[src/rtl/ofdm_src_pkg.sv]
// Shared definitions for the OFDM serial bit source: mode encodings,
// controller states and PRBS7 polynomial constants/helpers.
package ofdm_src_pkg;

    // Mode input encoding (value 3 is reserved and runs as PATTERN)
    localparam logic [1:0] MODE_PATTERN = 2'd0;
    localparam logic [1:0] MODE_STREAM  = 2'd1;
    localparam logic [1:0] MODE_PRBS    = 2'd2;

    typedef enum logic [1:0] {
        ST_IDLE     = 2'd0,
        ST_RUN      = 2'd1,
        ST_STOPPING = 2'd2
    } state_t;

    // PRBS7, polynomial x^7 + x^6 + 1
    localparam int PRBS7_W     = 7;
    localparam int PRBS7_TAP_A = 6;
    localparam int PRBS7_TAP_B = 5;

    // One LFSR step: shift left, feed back the XOR of the two taps
    function automatic logic [PRBS7_W-1:0] prbs7_step(input logic [PRBS7_W-1:0] cur);
        return {cur[PRBS7_W-2:0], cur[PRBS7_TAP_A] ^ cur[PRBS7_TAP_B]};
    endfunction

    // An all-zero seed would lock the LFSR, so it is replaced by 1
    function automatic logic [PRBS7_W-1:0] prbs7_legal_seed(input logic [PRBS7_W-1:0] seed);
        return (seed == 7'h00) ? 7'h01 : seed;
    endfunction

endpackage

[src/rtl/ofdm_prbs7.sv]
// 7-bit Fibonacci LFSR (x^7 + x^6 + 1) used by the bit source PRBS mode.
// bit_now is the bit currently presented; bit_next is the bit that will be
// presented after the next advance.
module ofdm_prbs7
    import ofdm_src_pkg::*;
#(
    parameter logic [PRBS7_W-1:0] SEED = 7'h7F
) (
    input  logic clk_half,
    input  logic reset,
    input  logic advance,
    output logic bit_now,
    output logic bit_next
);

    localparam logic [PRBS7_W-1:0] SEED_EFF = prbs7_legal_seed(SEED);

    logic [PRBS7_W-1:0] lfsr_r;

    // LFSR register: reload seed on reset, step once per consumed bit
    always_ff @(posedge clk_half) begin
        if (reset) begin
            lfsr_r <= SEED_EFF;
        end else if (advance) begin
            lfsr_r <= prbs7_step(lfsr_r);
        end else begin
            lfsr_r <= lfsr_r;
        end
    end

    assign bit_now  = lfsr_r[PRBS7_TAP_A];
    assign bit_next = lfsr_r[PRBS7_TAP_B];

endmodule

[src/rtl/ofdm_bit_source.sv]
// Serial bit source for the OFDM modulator x_in input. Emits a registered,
// LSB-first valid/ready bit stream from a loadable pattern, a streamed word
// interface, or a PRBS7 generator, with a start-of-symbol flag every
// SYM_BITS bits. The PRBS mode exists only when OFDM_SRC_PRBS_EN is defined;
// otherwise mode 2 runs as PATTERN.
module ofdm_bit_source
    import ofdm_src_pkg::*;
#(
    parameter int                 DATA_W    = 4,
    parameter int                 SYM_BITS  = 8,
    parameter logic [DATA_W-1:0]  PAT_INIT  = DATA_W'(4'b0110),
    parameter logic [PRBS7_W-1:0] PRBS_SEED = 7'h7F
) (
    input  logic              clk_half,
    input  logic              reset,
    input  logic [1:0]        mode,
    input  logic              start,
    input  logic              stop,
    input  logic [DATA_W-1:0] pat_in,
    input  logic              pat_load,
    input  logic [DATA_W-1:0] s_word,
    input  logic              s_valid,
    output logic              s_ready,
    output logic              bit_out,
    output logic              bit_valid,
    input  logic              bit_ready,
    output logic              sof,
    output logic              busy,
    output logic              underrun
);

    localparam int IDX_W = $clog2(DATA_W);
    localparam int SYM_W = (SYM_BITS > 1) ? $clog2(SYM_BITS) : 1;
    localparam logic [IDX_W-1:0] IDX_LAST = IDX_W'(DATA_W - 1);
    localparam logic [IDX_W-1:0] IDX_ZERO = {IDX_W{1'b0}};
    localparam logic [SYM_W-1:0] SYM_LAST = SYM_W'(SYM_BITS - 1);
    localparam logic [SYM_W-1:0] SYM_ZERO = {SYM_W{1'b0}};

    state_t            state_r,     state_nx_s;
    logic [1:0]        mode_r,      mode_nx_s;
    logic [DATA_W-1:0] pattern_r,   pattern_nx_s;
    logic [DATA_W-1:0] word_r,      word_nx_s;
    logic [IDX_W-1:0]  idx_r,       idx_nx_s;
    logic [SYM_W-1:0]  sym_cnt_r,   sym_cnt_nx_s;
    logic              bit_out_r,   bit_out_nx_s;
    logic              bit_valid_r, bit_valid_nx_s;
    logic              sof_r,       sof_nx_s;
    logic              underrun_r,  underrun_nx_s;
    logic              busy_r;

    logic [1:0]        mode_eff_s;
    logic [DATA_W-1:0] pat_start_s;
    logic [IDX_W-1:0]  idx_inc_s;
    logic [SYM_W-1:0]  sym_adv_s;
    logic              consume_s;
    logic              last_bit_s;
    logic              s_ready_s;
    logic              accept_s;
    logic              prbs_bit_s;
    logic              prbs_next_s;

`ifdef OFDM_SRC_PRBS_EN
    logic prbs_adv_s;

    assign prbs_adv_s = consume_s && (mode_r == MODE_PRBS);

    ofdm_prbs7 #(
        .SEED (PRBS_SEED)
    ) u_prbs7 (
        .clk_half (clk_half),
        .reset    (reset),
        .advance  (prbs_adv_s),
        .bit_now  (prbs_bit_s),
        .bit_next (prbs_next_s)
    );

    // Map the mode input onto the modes this build supports
    always_comb begin
        mode_eff_s = MODE_PATTERN;
        case (mode)
            MODE_STREAM: mode_eff_s = MODE_STREAM;
            MODE_PRBS:   mode_eff_s = MODE_PRBS;
            default:     mode_eff_s = MODE_PATTERN;
        endcase
    end
`else
    logic unused_seed_s;

    assign prbs_bit_s    = 1'b0;
    assign prbs_next_s   = 1'b0;
    assign unused_seed_s = ^PRBS_SEED;

    // Map the mode input onto the modes this build supports (no PRBS)
    always_comb begin
        mode_eff_s = MODE_PATTERN;
        case (mode)
            MODE_STREAM: mode_eff_s = MODE_STREAM;
            default:     mode_eff_s = MODE_PATTERN;
        endcase
    end
`endif

    assign consume_s   = bit_valid_r && bit_ready;
    assign last_bit_s  = (idx_r == IDX_LAST);
    assign idx_inc_s   = last_bit_s ? IDX_ZERO : (idx_r + 1'b1);
    assign sym_adv_s   = consume_s ? ((sym_cnt_r == SYM_LAST) ? SYM_ZERO : (sym_cnt_r + 1'b1))
                                   : sym_cnt_r;
    assign pat_start_s = pat_load ? pat_in : pattern_r;
    assign s_ready_s   = (state_r == ST_RUN) && (mode_r == MODE_STREAM) &&
                         (!bit_valid_r || (consume_s && last_bit_s));
    assign accept_s    = s_ready_s && s_valid;

    // Next-state and next-output logic for the controller and bit datapath
    always_comb begin
        state_nx_s     = state_r;
        mode_nx_s      = mode_r;
        pattern_nx_s   = pattern_r;
        word_nx_s      = word_r;
        idx_nx_s       = idx_r;
        sym_cnt_nx_s   = sym_cnt_r;
        bit_out_nx_s   = bit_out_r;
        bit_valid_nx_s = bit_valid_r;
        sof_nx_s       = sof_r;
        underrun_nx_s  = 1'b0;

        case (state_r)
            ST_IDLE: begin
                bit_out_nx_s   = 1'b0;
                bit_valid_nx_s = 1'b0;
                sof_nx_s       = 1'b0;
                if (pat_load) begin
                    pattern_nx_s = pat_in;
                end else begin
                    pattern_nx_s = pattern_r;
                end
                if (start && !stop) begin
                    state_nx_s   = ST_RUN;
                    mode_nx_s    = mode_eff_s;
                    idx_nx_s     = IDX_ZERO;
                    sym_cnt_nx_s = SYM_ZERO;
                    case (mode_eff_s)
                        MODE_STREAM: begin
                            bit_valid_nx_s = 1'b0;
                        end
                        MODE_PRBS: begin
                            bit_out_nx_s   = prbs_bit_s;
                            bit_valid_nx_s = 1'b1;
                            sof_nx_s       = 1'b1;
                        end
                        default: begin
                            bit_out_nx_s   = pat_start_s[0];
                            bit_valid_nx_s = 1'b1;
                            sof_nx_s       = 1'b1;
                        end
                    endcase
                end else begin
                    state_nx_s = ST_IDLE;
                end
            end

            ST_RUN, ST_STOPPING: begin
                if (consume_s) begin
                    sym_cnt_nx_s = sym_adv_s;
                    sof_nx_s     = (sym_adv_s == SYM_ZERO);
                    idx_nx_s     = idx_inc_s;
                    case (mode_r)
                        MODE_STREAM: begin
                            if (!last_bit_s) begin
                                bit_out_nx_s = word_r[idx_inc_s];
                            end else if (accept_s) begin
                                word_nx_s    = s_word;
                                bit_out_nx_s = s_word[0];
                            end else begin
                                // Starved: drop valid, keep the symbol phase running
                                bit_out_nx_s   = 1'b0;
                                bit_valid_nx_s = 1'b0;
                                sof_nx_s       = 1'b0;
                                underrun_nx_s  = (state_r == ST_RUN);
                            end
                        end
                        MODE_PRBS: begin
                            bit_out_nx_s = prbs_next_s;
                        end
                        default: begin
                            bit_out_nx_s = pattern_r[idx_inc_s];
                        end
                    endcase
                end else if (accept_s) begin
                    // Empty shift register refilled; first bit keeps the current phase
                    word_nx_s      = s_word;
                    idx_nx_s       = IDX_ZERO;
                    bit_out_nx_s   = s_word[0];
                    bit_valid_nx_s = 1'b1;
                    sof_nx_s       = (sym_cnt_r == SYM_ZERO);
                end else begin
                    word_nx_s = word_r;
                end

                if (state_r == ST_RUN) begin
                    if (stop) begin
                        state_nx_s = ST_STOPPING;
                    end else begin
                        state_nx_s = ST_RUN;
                    end
                end else if (!bit_valid_r || (consume_s && last_bit_s)) begin
                    state_nx_s     = ST_IDLE;
                    idx_nx_s       = IDX_ZERO;
                    bit_out_nx_s   = 1'b0;
                    bit_valid_nx_s = 1'b0;
                    sof_nx_s       = 1'b0;
                end else begin
                    state_nx_s = ST_STOPPING;
                end
            end

            default: begin
                state_nx_s     = ST_IDLE;
                bit_out_nx_s   = 1'b0;
                bit_valid_nx_s = 1'b0;
                sof_nx_s       = 1'b0;
            end
        endcase
    end

    // Register all state and outputs; reset aborts any run immediately
    always_ff @(posedge clk_half) begin
        if (reset) begin
            state_r     <= ST_IDLE;
            mode_r      <= MODE_PATTERN;
            pattern_r   <= PAT_INIT;
            word_r      <= {DATA_W{1'b0}};
            idx_r       <= IDX_ZERO;
            sym_cnt_r   <= SYM_ZERO;
            bit_out_r   <= 1'b0;
            bit_valid_r <= 1'b0;
            sof_r       <= 1'b0;
            underrun_r  <= 1'b0;
            busy_r      <= 1'b0;
        end else begin
            state_r     <= state_nx_s;
            mode_r      <= mode_nx_s;
            pattern_r   <= pattern_nx_s;
            word_r      <= word_nx_s;
            idx_r       <= idx_nx_s;
            sym_cnt_r   <= sym_cnt_nx_s;
            bit_out_r   <= bit_out_nx_s;
            bit_valid_r <= bit_valid_nx_s;
            sof_r       <= sof_nx_s;
            underrun_r  <= underrun_nx_s;
            busy_r      <= (state_nx_s != ST_IDLE);
        end
    end

    assign s_ready   = s_ready_s;
    assign bit_out   = bit_out_r;
    assign bit_valid = bit_valid_r;
    assign sof       = sof_r;
    assign busy      = busy_r;
    assign underrun  = underrun_r;

endmodule
[config.mk]
export PLATFORM = sky130hd
export DESIGN_NAME = ofdm_bit_source
export DESIGN_NICKNAME = d
export VERILOG_FILES = /design/src/rtl/ofdm_src_pkg.sv /design/src/rtl/ofdm_prbs7.sv /design/src/rtl/ofdm_bit_source.sv
export SDC_FILE = /design/constraint.sdc
export NUM_CORES = 1
export LEC_CHECK = 0
export BUFFER_PORTS_ARGS = -buffer_cell sky130_fd_sc_hd__buf_4
export CORE_AREA = 2 2 49 51
export DETAILED_ROUTE_END_ITERATION = 12
export DIE_AREA = 0 0 51 53
export GPL_TIMING_DRIVEN = 0
export PLACE_DENSITY = 0.83
export RECOVER_POWER = 100
export SLEW_MARGIN = 25
export SYNTH_ARGS = -nofsm -noshare
export SYNTH_HDL_FRONTEND = slang
export SYNTH_HIERARCHICAL = 1
export SYNTH_SLANG_ARGS = --single-unit
[constraint.sdc]
create_clock -name clk_half -period 2.55 [get_ports clk_half]
set_clock_uncertainty 0.1 [all_clocks]
set_input_delay 0.51 -clock clk_half [delete_from_list [all_inputs] [get_ports clk_half]]
set_output_delay 0.51 -clock clk_half [all_outputs]
set_load 0.005 [all_outputs]
==> impl_summary.log <==
INFO  metric worstPathArrival = 1460 ps
INFO  metric initial_core_util = 51.8%
INFO  metric slew_headroom = 67.9%
INFO  metric drt-total-wl = between 2000 and 2500 µm
INFO  metric post_synth.cell_area_avg = 8.90 µm²
INFO  metric maximum_resistive_drop_on_vdd = 0.000340 V
INFO  metric final_cell_mix = sky130_fd_sc_hd__dfxtp_1, sky130_fd_sc_hd__buf_4, sky130_fd_sc_hd__nor2_1
INFO  metric grt_usage = between 20 and 25%
INFO  metric outcome = complete, no violations
INFO  metric postRouteAntennaNets = 0
INFO  metric worstPathRequired = 1940 ps
INFO  metric layout.cells.most_common = sky130_fd_sc_hd__dfxtp_1
INFO  metric antennaDiodeCount = 0
INFO  metric r2r-start = state_r[1]$_SDFF_PP0_
INFO  metric nets_final = 176
INFO  metric worst-slew-pin-transition = 482 ps
INFO  metric dieArea = 2700 µm²
INFO  metric holdBufCountCts = 0
INFO  metric tritoncts.num_buffers = 3
INFO  metric synthesis.instances = 125
INFO  metric placementRows = 17
INFO  metric synth.net_count = approximately 150
INFO  metric setup_total_negative_slack = 0 ps
INFO  metric first_pass_grt_wire_length = 4110 µm
INFO  metric timing.hold.worst.class = primary input to register
INFO  metric die_h = 53 µm
INFO  metric clock-sinks = 21
INFO  metric max_cap_viol_count = 0
INFO  metric postCtsSetupBuffers = 0
INFO  metric clock-root-buffer = sky130_fd_sc_hd__clkbuf_4
INFO  metric period_minus_slack = ~2100 ps
INFO  metric worst_skew_pair.late_latency = 290 ps
INFO  metric ctsHtreeMaxLevel = 1
INFO  metric synth-async-reset-ratio = 0%
INFO  metric maxSlewViolCount = 0
INFO  metric leakagePower = 0.600 nW
INFO  metric vias = between 1000 and 1500
INFO  metric rr_worst_depth = 7
INFO  metric critical_path_peak_fanout = 7
INFO  metric timing.final.hold_violations = 0
INFO  metric drt-vias-per-instance = 5.70
INFO  metric grt_busiest_layer = met2
INFO  metric gr-usage-met3 = between 3 and 4%
INFO  metric grt_overflow_total = 0
INFO  metric die_x = 51 µm
INFO  metric post_route_cells_drive_above_1_share = roughly 21%
INFO  metric maximum_number_of_pins_on_one_net_before_global_route_repair = 12
INFO  metric power.density = 435 nW/µm²
INFO  metric final_design_area_no_fill = 1330 µm²
INFO  metric met1_usage = 23.7%
INFO  metric routabilityCongestion = between 0.9 and 1
INFO  metric clockBufferDepth = 2
INFO  metric min_path_cells = 2
INFO  metric rr_endpoint = idx_r[0]$_SDFFE_PP0P_
INFO  metric sequential_area_share_after_synthesis = a little under two fifths
INFO  metric totalPowerFinal = 0.000579 W
INFO  metric grtUsageMet2 = 38.3%
INFO  metric drtPass1Iterations = 4
INFO  metric rsz0062_at_grt = no
INFO  metric final.period_utilization = around 81%
INFO  metric dp_hpwl = slightly below 2000 µm
INFO  metric drc_errors = 0
INFO  metric distinct_cells_synth = 38
INFO  metric worst_setup_hold_path_clk_slew = 110 ps
INFO  metric post_dp_cell_area = 1310 µm²
INFO  metric synth_warnings = 6
INFO  metric setup-violations-final = 0
INFO  metric cts_tree = yes
INFO  metric avgRoutedWirePerCell = 13.5 µm
INFO  metric area_delta_synth_final = 19.7%
INFO  metric worstHoldStart = stop
INFO  metric timing.hold.worst_endpoint = state_r[0]$_SDFF_PP0_
INFO  metric mappedNetlistArea = 1110 µm²
INFO  metric cp-start-kind = register
INFO  metric setup.worst_path.end_class = primary output
INFO  metric post_cts.resized_instances = 0
INFO  metric boundaryPins = 23
INFO  metric placeableCoreArea = 2150 µm²
INFO  metric drt_iter0_drc = 21
INFO  metric timing_worst_setup_path_type = register to primary output
INFO  metric r2r_slack = between 500 and 600 ps
INFO  metric port-buffer-count = 22
INFO  metric number_of_global_route_vias_before_repair = 960
INFO  metric antenna_found_initial = 0
INFO  metric clock.fmax = 482 MHz
INFO  metric postSynthRegisterBits = 21
INFO  metric dominantRegCellSynth = sky130_fd_sc_hd__dfxtp_1
INFO  metric synth_edf_count = 0
## per-stage QoR
step	cells	utilization, %	hold WS [ps]	worst slack (ps)
final	179	62.0	301	475
after global placement	175	61.1	344	613
after CTS	179	62.3	295	451
after detailed placement	175	61.1	349	601
after global routing	179	62.0	281	325
after floorplan	125	-	330	782
## worst max-delay path: stages, from the launching register on
cell and delay (ps):
sky130_fd_sc_hd__dfxtp_1 370, sky130_fd_sc_hd__ha_1 310, sky130_fd_sc_hd__a21boi_2 280, sky130_fd_sc_hd__nor2_1 80, sky130_fd_sc_hd__clkbuf_4 140
## cells in the mapped netlist (all sizes together) (2+ instances only)
cell type | number | area [µm²]
o21a | 2 | 15.0
nor3 | 3 | 15.0
a21oi | 7 | 35.0
ha | 7 | 87.6
dfxtp | 21 | 420
a31oi | 2 | 12.5
nor2 | 16 | 62.6
mux4 | 2 | 45.0
clkbuf | 2 | 7.51
nand3 | 5 | 30.0
mux2i | 6 | 60.1
a21boi | 2 | 18.8
or2 | 3 | 18.8
a22o | 2 | 17.5
and3 | 4 | 25.0
inv | 10 | 37.5
a211o | 2 | 17.5
o21ai | 6 | 30.0
nor4b | 3 | 26.3
nand2 | 8 | 30.0
## flip-flops by register name (all words and copies together), names as in the netlist, 2 cells and up
signal / cells
pattern_r: 4
word_r: 4
sym_cnt_r: 3
idx_r: 2
state_r: 2
## cell type report
type / count / area, µm²
clock buffers: 4 / 26.3
repair buffers: 22 / 165
inverters: 10 / 37.5
flip-flops and latches: 21 / 420
well taps: 28 / 35.0
multi-input cells: 91 / 632
fillers: 195 / 817
plain buffers: 3 / 15.0
## cells by family after synthesis
kind of cell | share of synthesized area [%]
and+or+nand+nor | 19.9
AOI/OAI and AO/OA | 19.2
DFF | 37.8
buffers and inverters | 4.73
muxes | 10.5
adders and majority gates | 7.87
## routing by layer
| metal | vias up | part of all wire (%) |
|---|---|---|
| li1 | 503 | - |
| met1 | 487 | 41 |
| met2 | 29 | 53 |
| met3 | 2 | 4.7 |
| met4 | 0 | 0.58 |
| met5 | - | 0 |
## worst max-delay path by stage
| stage | start | end | slack [ps] | depth (start not counted) |
|---|---|---|---|---|
| floorplan | idx_r[0]$_SDFFE_PP0P_ | bit_out$_SDFF_PP0_ | 780 | 6 |
| global placement | idx_r[0]$_SDFFE_PP0P_ | idx_r[0]$_SDFFE_PP0P_ | 610 | 6 |
| detailed placement | idx_r[0]$_SDFFE_PP0P_ | idx_r[0]$_SDFFE_PP0P_ | 600 | 6 |
| CTS | idx_r[0]$_SDFFE_PP0P_ | s_ready | 450 | 4 |
| global route | state_r[1]$_SDFF_PP0_ | word_r[0]$_SDFFE_PP0P_ | 320 | 7 |
| finish | idx_r[0]$_SDFFE_PP0P_ | s_ready | 480 | 4 |
## power breakdown
group	leakage (nW)	internal, W	switching, W
Clock	0.0150	0.0000608	0.0000936
Combinational	0.415	0.0000411	0.0000403
Sequential	0.171	0.000337	0.00000574
Total	0.600	0.000439	0.000140
Power figures use the tool's default switching activity.
